### src/rtl/lsu_arb_pkg.sv
// Shared types and helpers for the LSU bus arbiter: FSM state encoding,
// latched request record, peripheral "unmapped" read value and address decode.
package lsu_arb_pkg;

  typedef enum logic [2:0] {
    ST_IDLE     = 3'd0,
    ST_DMEM_REQ = 3'd1,
    ST_DMEM_RSP = 3'd2,
    ST_PER_WAIT = 3'd3,
    ST_RESP     = 3'd4
  } arb_state_e;

  // Value a peripheral returns for an address it does not decode.
  localparam logic [31:0] SENTINEL = 32'hDEAD_BEEF;

  typedef struct packed {
    logic        we;
    logic [31:0] addr;
    logic [31:0] wdata;
    logic [3:0]  wmask;
  } req_t;

  // Peripheral space is any address with a non-zero nibble in bits [15:12].
  function automatic logic is_periph(input logic [31:0] addr);
    logic [31:0] sel_mask;
    sel_mask = 32'h0000_F000;
    return ((addr & sel_mask) != 32'd0);
  endfunction

endpackage

### src/rtl/rr_arbiter2.sv
// Two-way round-robin arbiter. A lone requester always wins; on a tie the
// requester that was not granted last wins. The pointer moves on every grant
// and resets so that m0 is favoured first.
module rr_arbiter2 (
  input  logic       clk,
  input  logic       rst,
  input  logic       en,
  input  logic [1:0] req,
  output logic [1:0] gnt
);

  logic last_q;   // 1: m1 was granted last (so m0 wins a tie)
  logic last_d;
  logic [1:0] gnt_s;

  // Pick the winner for this cycle and the next pointer value.
  always_comb begin
    gnt_s  = 2'b00;
    last_d = last_q;
    if (en) begin
      case (req)
        2'b01:   gnt_s = 2'b01;
        2'b10:   gnt_s = 2'b10;
        2'b11:   gnt_s = last_q ? 2'b01 : 2'b10;
        default: gnt_s = 2'b00;
      endcase
    end else begin
      gnt_s = 2'b00;
    end
    if (gnt_s != 2'b00) begin
      last_d = gnt_s[1];
    end else begin
      last_d = last_q;
    end
  end

  // Pointer register; reset favours m0.
  always_ff @(posedge clk) begin
    if (rst) begin
      last_q <= 1'b1;
    end else begin
      last_q <= last_d;
    end
  end

  assign gnt = gnt_s;

endmodule

### src/rtl/lsu_bus_arbiter.sv
// Load/store path arbiter between the core LSU (m0) and the debug host (m1).
// One granted access at a time is sequenced to the sync-read data memory or
// the ack-based peripheral port; each access returns one registered response.
// Reads acked by a peripheral with the SENTINEL value are retried in data memory.
// Optional feature macro: LSU_ARB_TIMEOUT_EN (peripheral ack timeout with err).
module lsu_bus_arbiter #(
  parameter logic [31:0] SENTINEL = lsu_arb_pkg::SENTINEL
`ifdef LSU_ARB_TIMEOUT_EN
  , parameter int unsigned TIMEOUT_CYCLES = 32'd16
`endif
) (
  input  logic        clk,
  input  logic        rst,
  input  logic        m0_req,
  input  logic        m0_we,
  input  logic [31:0] m0_addr,
  input  logic [31:0] m0_wdata,
  input  logic [3:0]  m0_wmask,
  output logic        m0_gnt,
  output logic        m0_rvalid,
  output logic [31:0] m0_rdata,
  output logic        m0_err,
  input  logic        m1_req,
  input  logic        m1_we,
  input  logic [31:0] m1_addr,
  input  logic [31:0] m1_wdata,
  input  logic [3:0]  m1_wmask,
  output logic        m1_gnt,
  output logic        m1_rvalid,
  output logic [31:0] m1_rdata,
  output logic        m1_err,
  output logic        dmem_en,
  output logic        dmem_we,
  output logic [31:0] dmem_addr,
  output logic [31:0] dmem_wdata,
  output logic [3:0]  dmem_wmask,
  input  logic [31:0] dmem_rdata,
  output logic        per_req,
  output logic        per_we,
  output logic [31:0] per_addr,
  output logic [31:0] per_wdata,
  output logic [3:0]  per_wmask,
  input  logic        per_ack,
  input  logic [31:0] per_rdata
);

  import lsu_arb_pkg::*;

  arb_state_e  state_q, state_d;
  logic        owner_q, owner_d;       // 0: m0 owns the access, 1: m1
  req_t        req_q, req_d;
  logic [1:0]  rvalid_q, rvalid_d;
  logic [1:0]  err_q, err_d;
  logic [31:0] rdata0_q, rdata0_d;
  logic [31:0] rdata1_q, rdata1_d;
  logic        dmem_en_q, dmem_en_d;
  logic        dmem_we_q, dmem_we_d;
  logic        per_req_q, per_req_d;
  logic        per_we_q, per_we_d;
`ifdef LSU_ARB_TIMEOUT_EN
  logic [31:0] to_cnt_q, to_cnt_d;
`endif

  logic        arb_en_s;
  logic [1:0]  gnt_s;
  req_t        win_s;
  logic        rsp_fire_s, rsp_load_s, rsp_err_s;
  logic [31:0] rsp_data_s;

  // Grants are only issued while idle and never in a reset cycle.
  assign arb_en_s = (state_q == ST_IDLE) && !rst;

  rr_arbiter2 u_rr (
    .clk (clk),
    .rst (rst),
    .en  (arb_en_s),
    .req ({m1_req, m0_req}),
    .gnt (gnt_s)
  );

  // Select the winning requester's fields for latching.
  always_comb begin
    if (gnt_s[1]) begin
      win_s = '{we: m1_we, addr: m1_addr, wdata: m1_wdata, wmask: m1_wmask};
    end else begin
      win_s = '{we: m0_we, addr: m0_addr, wdata: m0_wdata, wmask: m0_wmask};
    end
  end

  // Next-state and next-output computation for the access sequencer.
  always_comb begin
    state_d    = state_q;
    owner_d    = owner_q;
    req_d      = req_q;
    dmem_en_d  = 1'b0;
    dmem_we_d  = 1'b0;
    per_req_d  = per_req_q;
    per_we_d   = per_we_q;
    rsp_fire_s = 1'b0;
    rsp_load_s = 1'b0;
    rsp_err_s  = 1'b0;
    rsp_data_s = 32'd0;
`ifdef LSU_ARB_TIMEOUT_EN
    to_cnt_d   = to_cnt_q;
`endif
    case (state_q)
      ST_IDLE: begin
        if (gnt_s != 2'b00) begin
          owner_d = gnt_s[1];
          req_d   = win_s;
          if (is_periph(win_s.addr)) begin
            state_d   = ST_PER_WAIT;
            per_req_d = 1'b1;
            per_we_d  = win_s.we;
`ifdef LSU_ARB_TIMEOUT_EN
            to_cnt_d  = 32'd0;
`endif
          end else begin
            state_d   = ST_DMEM_REQ;
            dmem_en_d = 1'b1;
            dmem_we_d = win_s.we;
          end
        end else begin
          state_d = ST_IDLE;
        end
      end
      ST_DMEM_REQ: begin
        state_d = ST_DMEM_RSP;
      end
      ST_DMEM_RSP: begin
        state_d    = ST_RESP;
        rsp_fire_s = 1'b1;
        rsp_load_s = !req_q.we;
        rsp_data_s = dmem_rdata;
      end
      ST_PER_WAIT: begin
        if (per_ack) begin
          per_req_d = 1'b0;
          per_we_d  = 1'b0;
          if (!req_q.we && (per_rdata == SENTINEL)) begin
            // Unmapped in peripheral space: retry the same read in data memory.
            state_d   = ST_DMEM_REQ;
            dmem_en_d = 1'b1;
            dmem_we_d = 1'b0;
          end else begin
            state_d    = ST_RESP;
            rsp_fire_s = 1'b1;
            rsp_load_s = !req_q.we;
            rsp_data_s = per_rdata;
          end
        end
`ifdef LSU_ARB_TIMEOUT_EN
        else if (to_cnt_q == (TIMEOUT_CYCLES - 32'd1)) begin
          per_req_d  = 1'b0;
          per_we_d   = 1'b0;
          state_d    = ST_RESP;
          rsp_fire_s = 1'b1;
          rsp_err_s  = 1'b1;
          rsp_load_s = !req_q.we;
          rsp_data_s = SENTINEL;
        end else begin
          to_cnt_d = to_cnt_q + 32'd1;
        end
`else
        else begin
          state_d = ST_PER_WAIT;
        end
`endif
      end
      ST_RESP: begin
        state_d = ST_IDLE;
      end
      default: begin
        state_d = ST_IDLE;
      end
    endcase
  end

  // Route the response pulse and read data to the owning requester only.
  always_comb begin
    rvalid_d = 2'b00;
    err_d    = 2'b00;
    rdata0_d = rdata0_q;
    rdata1_d = rdata1_q;
    if (rsp_fire_s) begin
      rvalid_d[owner_q] = 1'b1;
      err_d[owner_q]    = rsp_err_s;
    end else begin
      rvalid_d = 2'b00;
    end
    if (rsp_fire_s && rsp_load_s) begin
      if (owner_q) begin
        rdata1_d = rsp_data_s;
      end else begin
        rdata0_d = rsp_data_s;
      end
    end else begin
      rdata0_d = rdata0_q;
    end
  end

  // State and registered outputs; reset discards any access in flight.
  always_ff @(posedge clk) begin
    if (rst) begin
      state_q   <= ST_IDLE;
      owner_q   <= 1'b0;
      req_q     <= '0;
      rvalid_q  <= 2'b00;
      err_q     <= 2'b00;
      rdata0_q  <= 32'd0;
      rdata1_q  <= 32'd0;
      dmem_en_q <= 1'b0;
      dmem_we_q <= 1'b0;
      per_req_q <= 1'b0;
      per_we_q  <= 1'b0;
`ifdef LSU_ARB_TIMEOUT_EN
      to_cnt_q  <= 32'd0;
`endif
    end else begin
      state_q   <= state_d;
      owner_q   <= owner_d;
      req_q     <= req_d;
      rvalid_q  <= rvalid_d;
      err_q     <= err_d;
      rdata0_q  <= rdata0_d;
      rdata1_q  <= rdata1_d;
      dmem_en_q <= dmem_en_d;
      dmem_we_q <= dmem_we_d;
      per_req_q <= per_req_d;
      per_we_q  <= per_we_d;
`ifdef LSU_ARB_TIMEOUT_EN
      to_cnt_q  <= to_cnt_d;
`endif
    end
  end

  assign m0_gnt     = gnt_s[0];
  assign m1_gnt     = gnt_s[1];
  assign m0_rvalid  = rvalid_q[0];
  assign m1_rvalid  = rvalid_q[1];
  assign m0_err     = err_q[0];
  assign m1_err     = err_q[1];
  assign m0_rdata   = rdata0_q;
  assign m1_rdata   = rdata1_q;
  assign dmem_en    = dmem_en_q;
  assign dmem_we    = dmem_we_q;
  assign dmem_addr  = req_q.addr;
  assign dmem_wdata = req_q.wdata;
  assign dmem_wmask = req_q.wmask;
  assign per_req    = per_req_q;
  assign per_we     = per_we_q;
  assign per_addr   = req_q.addr;
  assign per_wdata  = req_q.wdata;
  assign per_wmask  = req_q.wmask;

endmodule
### config.mk
export PLATFORM = sky130hd
export DESIGN_NAME = lsu_bus_arbiter
export DESIGN_NICKNAME = d
export VERILOG_FILES = /design/src/rtl/lsu_arb_pkg.sv /design/src/rtl/rr_arbiter2.sv /design/src/rtl/lsu_bus_arbiter.sv
export SDC_FILE = /design/constraint.sdc
export NUM_CORES = 1
export LEC_CHECK = 0
export ABC_AREA = 1
export CAP_MARGIN = 15
export CORE_AREA = 2 2 163 165
export DETAILED_ROUTE_END_ITERATION = 12
export DIE_AREA = 0 0 165 167
export PLACE_DENSITY = 0.69
export SLEW_MARGIN = 20
export SYNTH_ARGS = -nofsm -noshare
export SYNTH_HDL_FRONTEND = slang
export SYNTH_SLANG_ARGS = --single-unit
### constraint.sdc
create_clock -name clk -period 2.1 [get_ports clk]
set_input_delay 0.21 -clock clk [delete_from_list [all_inputs] [get_ports clk]]
set_output_delay 0.21 -clock clk [all_outputs]
set_load 0.005 [all_outputs]
==> impl_results.md, run 1 <==
* TritonCTS clock tree: done
* Yosys Warn Count at 0
* Final setup violating endpoints at 0
* Register Area at 2880 µm²
* Largest net degree at the start of global routing at 50
* CTS root buf: clkbuf_16
* Area leader, netlist: dfxtp_1
* Clock skew at 0.0131 ns
* Worst-Skew Late Latency at 0.42 ns
* Max VDD drop at 0.503 mV
* Net count reported at finish at 1,784
* Initial DRC count at 480
* Period utilisation layout at 0.932
* Distinct cells, synth at 27
* Crit path arrival time at 1.75 ns
* Max-cap viol count at 0
* Initial antenna violation count at 1
* Setup crit start kind: input pin
* Yosys top cell area share at 0.352
* Clock sink total at 144
* Final hold violations at 0
* DRT antenna net count at 0
* Vias in the first global route at 8,148
* Avg Vias per Cell at 4.38
* Hold_sp: m1_addr[15]
* WHS Path Cells at 3
* Unrepaired setup endpoints after global routing: false
* R2R setup slack at 0.26 ns
* Layout fillers at 2,616
* Synth top area cells: dfxtp_1 (35%), nand2_1 (17%), buf_4 (13%)
* Cell row count at 59
* Area delta synth->final at 54.7%
* RR Startpoint: state_q[2]
* DPL Wire Length at 23.7 mm
* Outcome: completed
* Die X at 165 µm
* Post-Syn Instances at 1,281
* Sequential area share after synthesis at 0.352
* H-tree depth at 4
* First-pass GRT wire length at 45.1 mm
* F_max at 511 MHz
* CP Class: input pin to primary output
* Worst hold path class: input pin to register
* Clock buffer count from CTS at 17
* GRT Total Usage at 0.214
* Max Buffers Root-to-Sink at 2
* Gpl congestion at 0.925
* Core Area at 25,800 µm²
* Pleak at 6.00 nW
* Detailed-route wire length at 30.3 mm
* TritonRoute pass-1 iters at 5
* CTS Hold Bufs at 0
* Mapped Area at 8180 µm²
* Avg Cell Area, Syn at 6.39 µm²
* Cell depth of the worst flop-to-flop path at 11
* #FFs+latches synth at 144
* WHS Endpoint: dmem_addr[15]
* Vias at 8,438
* Pwr dens at 735 nW/µm²
* # IOs at 417
* Final setup margin at 0.144 ns
* Clock transition at path regs at 0.06 ns
* Multi-input gate area at 3170 µm²
* Placement Setup Slack at -0.158 ns
* WL per Instance at 15.7 µm
* Most common cell after layout, fill and taps aside: clkdlybuf4s50_1
* Crit. End Element: primary output
* PortBufs at 414
* Prevailing post-synth register cell: dfxtp_1
* GR Overflow Total at 0
* Die area at 27,600 µm²
* # placed instances at 1,890
* Finished Layout Cells at 1,926
* Max-slew violations at 0
* Most frequent cells in the layout: clkdlybuf4s50_1 (413), nand2_1 (376), inv_1 (186), nand3_1 (157), dfxtp_1 (143)
* Starting Density at 0.318
* Post-synth EDFFs at 0
* DRC at 0
* R2R Path End: per_req
* Die height at 167 µm
* Worst-path fanout max at 3
* Critical path required time at 1.89 ns
* Min Tclk post-route at 1.96 ns
* Fraction of layout cells with a size suffix above 1 at 0.0799
* Asr flop ratio synth at 0
-- flip-flops by register name, summed over array words and instances (netlist names), 2 cells and up --
signal      count
m1_rdata       32
dmem_wdata     32
dmem_addr      32
dmem_wmask      4
rvalid_q        2
m0_rdata       32
state_q         3
-- worst max-delay path by stage --
| stage | startpoint | to | slack (ns) | cells past startpoint |
|---|---|---|---|---|
| 3_5_place_dp | rst | per_req | -0.16 | 12 |
| 3_3_place_gp | rst | per_req | -0.11 | 12 |
| 6_report | m0_req | m0_gnt | 0.14 | 7 |
| 5_1_grt | state_q[2] | per_req | 0.004 | 11 |
| 4_1_cts | state_q[0] | m0_gnt | 0.0008 | 5 |
| 2_1_floorplan | state_q[1] | m1_rdata[10] | 0.55 | 11 |
-- power breakdown --
group	internal [mW]	switching [mW]
logic	1.45	1.22
registers	3.00	0.204
clock network	2.07	1.36
-- critical path, cell delays in order --
cell             delay, ns
clkdlybuf4s50_1       0.52
nand2_1               0.10
o21ai_1               0.09
buf_4                 0.13
nand3_2               0.08
inv_2                 0.11
clkdlybuf4s50_1       0.51
-- kinds of logic (layout without fill, tap and decap cells) --
family | count (synthesis) | after routing | share of synthesized area
compound gates | 59 | 59 | 0.0379
buf+inv | 404 | 712 | 0.263
flops | 144 | 144 | 0.352
other cells | 1 | 3 | 0.000458
simple gates | 673 | 673 | 0.346
-- area by class of cell --
| type | instances | share of cell area |
|---|---|---|
| Antenna cell | 1 | 0.000198 |
| Inverter | 198 | 0.0589 |
| Timing Repair Buffer | 482 | 0.378 |
| Tap cell | 335 | 0.0331 |
| Multi-Input combinational cell | 734 | 0.251 |
| Clock buffer | 18 | 0.0347 |
| Clock inverter | 14 | 0.0170 |
| Sequential cell | 144 | 0.228 |
-- stage by stage --
step | total power [mW] | hold slack, ns | TNS, ns | instance area, µm² | util
2_1_floorplan | 4.61 | 0.358 | 0 | 8190 | -
3_3_place_gp | 5.90 | 0.448 | -0.434 | 12000 | 0.465
3_5_place_dp | 5.92 | 0.447 | -0.924 | 12000 | 0.465
4_1_cts | 9.41 | 0.390 | 0 | 12600 | 0.491
5_1_grt | 9.80 | 0.425 | 0 | 12700 | 0.491
6_report | 9.30 | 0.414 | 0 | 12700 | 0.491
-- layer usage --
metal  global-route usage  share of wire  vias to the layer above
met1                0.239           0.39                     3723
li1                     -              -                     4335
met5                    0              0                        -
met3               0.0757           0.10                       48
met4               0.0900          0.033                        0
met2                0.365           0.47                      332
-- Yosys cell counts (10+ instances only) --
cell type,count
a21oi_1,12
inv_2,11
clkbuf_1,35
buf_2,16
nand4_1,16
inv_1,187
buf_6,12
dfxtp_1,144
nand3_1,160
nand2_1,377
nor3_1,10
o21ai_0,28
o21ai_1,11
nor2_1,101
buf_4,140
-- repair_timing --
item	4_1_cts	5_1_grt
pin swaps	1	1
resized for setup	2	4
buffers inserted	2	1
endpoints found under the setup margin	2	4
(Power assumes the default switching activity.)
==> run 2, diff against run 1 <==
Settings changed: GPL_ROUTABILITY_DRIVEN set to 0, GPL_TIMING_DRIVEN set to 0.
==> run 2 against run 1 <==
  * Combinational power up 14%
  * Die area unchanged
  * Worst hold slack worse by 0.28 ns
  * Sequential share of layout area down 1.4 points
  * Non-clock buffer count up 146
  * Clock-buffer cell count unchanged
  * Setup slack worse by 0.069 ns
  * Via count up 9.2%
  * Power about the same
==> impl_results.md, run 2 (synthesis results as in run 1) <==
* DRC at 0 (unchanged)
* Layout fillers at 2,566 (-1.9%)
* DPL Wire Length at 26.9 mm (+14%)
* Hold_sp: rst
* Pwr dens at 688 nW/µm² (-6.3%)
* Worst slew pin tran at 0.772 ns
* Starting Density at 0.318 (unchanged)
* Pleak at 6.60 nW (+10%)
* Clock transition at path regs at 0.07 ns (about the same)
* WHS Endpoint: state_q[2]
* Worst-Skew Late Latency at 0.42 ns (about the same)
* WHS Path Cells at 2 (-1)
* Worst-path fanout max at 3 (unchanged)
* CP top delay family: buffers and inverters
* WL per Instance at 16.4 µm (+4.5%)
* TritonCTS clock tree: done
* Clock sink total at 144 (unchanged)
* Crit. End Element: primary output
* Setup crit start kind: register
* H-tree depth at 4 (unchanged)
* Placement Setup Slack at -0.504 ns (-0.347 ns)
* Cell row count at 59 (unchanged)
* Avg Vias per Cell at 4.45 (+1.5%)
* Clock buffer count from CTS at 17 (unchanged)
* Most used cell, CP: nor2_4
* Critical path required time at 1.89 ns (about the same)
* Initial antenna violation count at 2 (+1)
* Slowest cell on the critical path: clkdlybuf4s50_1
* Die height at 167 µm (unchanged)
* Max Buffers Root-to-Sink at 2 (unchanged)
* Period utilisation layout at 0.964 (+0.0328)
* Outcome: completed
* Final setup margin at 0.0747 ns (-0.0689 ns)
* Die area at 27,600 µm² (unchanged)
* GRT Total Usage at 0.237 (+0.0233)
* Clock skew at 0.00955 ns (-0.00360 ns)
* Area delta synth->final at 65.0%
* Buf+Inv Stages, Crit Path at 2 (-2)
* Min Tclk post-route at 2.03 ns (+0.0689 ns)
* Crit path arrival time at 1.82 ns (+0.07 ns)
* Final setup violating endpoints at 0 (unchanged)
* R2R Path End: m1_rdata[13]
* CP Class: register to primary output
* CTS Hold Bufs at 0 (unchanged)
* Net count reported at finish at 1,930 (+8.2%)
* Max-cap viol count at 0 (unchanged)
* GR Overflow Total at 0 (unchanged)
* Relative slew slack at 0.485
* TritonRoute pass-1 iters at 5 (unchanged)
* F_max at 494 MHz (-3.4%)
* Die X at 165 µm (unchanged)
* Max VDD drop at 0.511 mV (+1.6%)
* CP startpoint: state_q[0]
* R2R setup slack at 0.15 ns (-0.11 ns)
* DRT antenna net count at 0 (unchanged)
* WHS at 0.139 ns (-0.275 ns)
* First-pass GRT wire length at 49.1 mm (+9.0%)
* Vias in the first global route at 8,663 (+6.3%)
* Core Area at 25,800 µm² (unchanged)
* Final hold violations at 0 (unchanged)
* PortBufs at 413 (-0.24%)
* Most common cell after layout, fill and taps aside: clkdlybuf4s50_1
* Max-slew violations at 0 (unchanged)
* Initial DRC count at 681 (+42%)
* CTS root buf: clkbuf_16
* Vias at 9,217 (+9.2%)
* Detailed-route wire length at 34.1 mm (+12%)
* Fraction of layout cells with a size suffix above 1 at 0.142 (+0.0618)
* # IOs at 417 (unchanged)
* RR Startpoint: state_q[1]
* Post-layout util at 0.524 (+0.0330)
* Largest net degree at the start of global routing at 17 (-66%)
* Max incr delay on CP at 0.49 ns (-0.03 ns)
* Most frequent cells in the layout: clkdlybuf4s50_1 (413), nand2_1 (375), inv_1 (186), nand3_1 (159), buf_4 (149)
* Critical Path, Cell by Cell: nor2_4, nand2_4, nor2_4, buf_12, clkdlybuf4s50_1
* Worst hold path class: input pin to register
* Cell depth of the worst flop-to-flop path at 11 (unchanged)
-- run 2: cell type report --
| class | instances | area, µm² | share of cell area |
|---|---|---|---|
| antenna | 2 | 5.00 | 0.000371 |
| timing repair buffer | 423 | 4210 | 0.312 |
| clock buffer | 18 | 439 | 0.0325 |
| inverter | 198 | 746 | 0.0552 |
| multi-input combinational | 734 | 3200 | 0.237 |
| sequential | 144 | 2890 | 0.214 |
| buffer | 205 | 1450 | 0.107 |
| tap | 335 | 419 | 0.0310 |
| clock inverter | 14 | 150 | 0.0111 |
-- run 2: where the power goes --
group / total, mW / internal (mW) / switching, mW
combinational: 3.03 / 1.69 / 1.34
clock: 3.08 / 1.71 / 1.37
sequential: 3.19 / 3.00 / 0.199
-- run 2: worst max-delay path by stage --
stage | endpoint | slack [ns] | depth (start not counted)
after global placement | m0_gnt | -0.47 | 7
after floorplan | m1_rdata[10] | 0.55 | 11
after CTS | m0_gnt | 0.01 | 5
after global routing | m0_gnt | -0.007 | 6
final | m1_gnt | 0.07 | 5
after detailed placement | m0_gnt | -0.50 | 7
-- run 2: timing repair --
action,4_1_cts,5_1_grt
buffers inserted,4,6
pin swaps,3,3
endpoints found under the hold margin,0,0
cloned,0,0
endpoints found under the setup margin,3,27
gates resized for setup,19,20
-- run 2: stage by stage --
step                      setup TNS (ns)  total power [mW]  instance area [µm²]  std cells
after global placement            -20.22              6.17                12700       2030
final                                  0              9.30                13500       2073
after detailed placement          -23.43              6.20                12700       2030
after floorplan                        0              4.61                 8190       1282
after CTS                              0              9.35                13400       2065
after global routing            -0.00700              9.78                13500       2073
-- run 2: routing by layer --
layer  vias up  part of all wire  wire length [µm]  GRT usage
met4         0             0.032              1090     0.0957
li1       4636                 -                 -          -
met3        63             0.087              2980     0.0672
met5         -                 0                 0          0
met1      4135              0.38             13100      0.262
met2       383              0.50             16900      0.422
==> run 3, diff against run 2 <==
Settings changed: CTS_CLUSTER_DIAMETER set to 40.
==> results of run 3 <==
Final layout, timing and power as in run 2 (identical DEF).
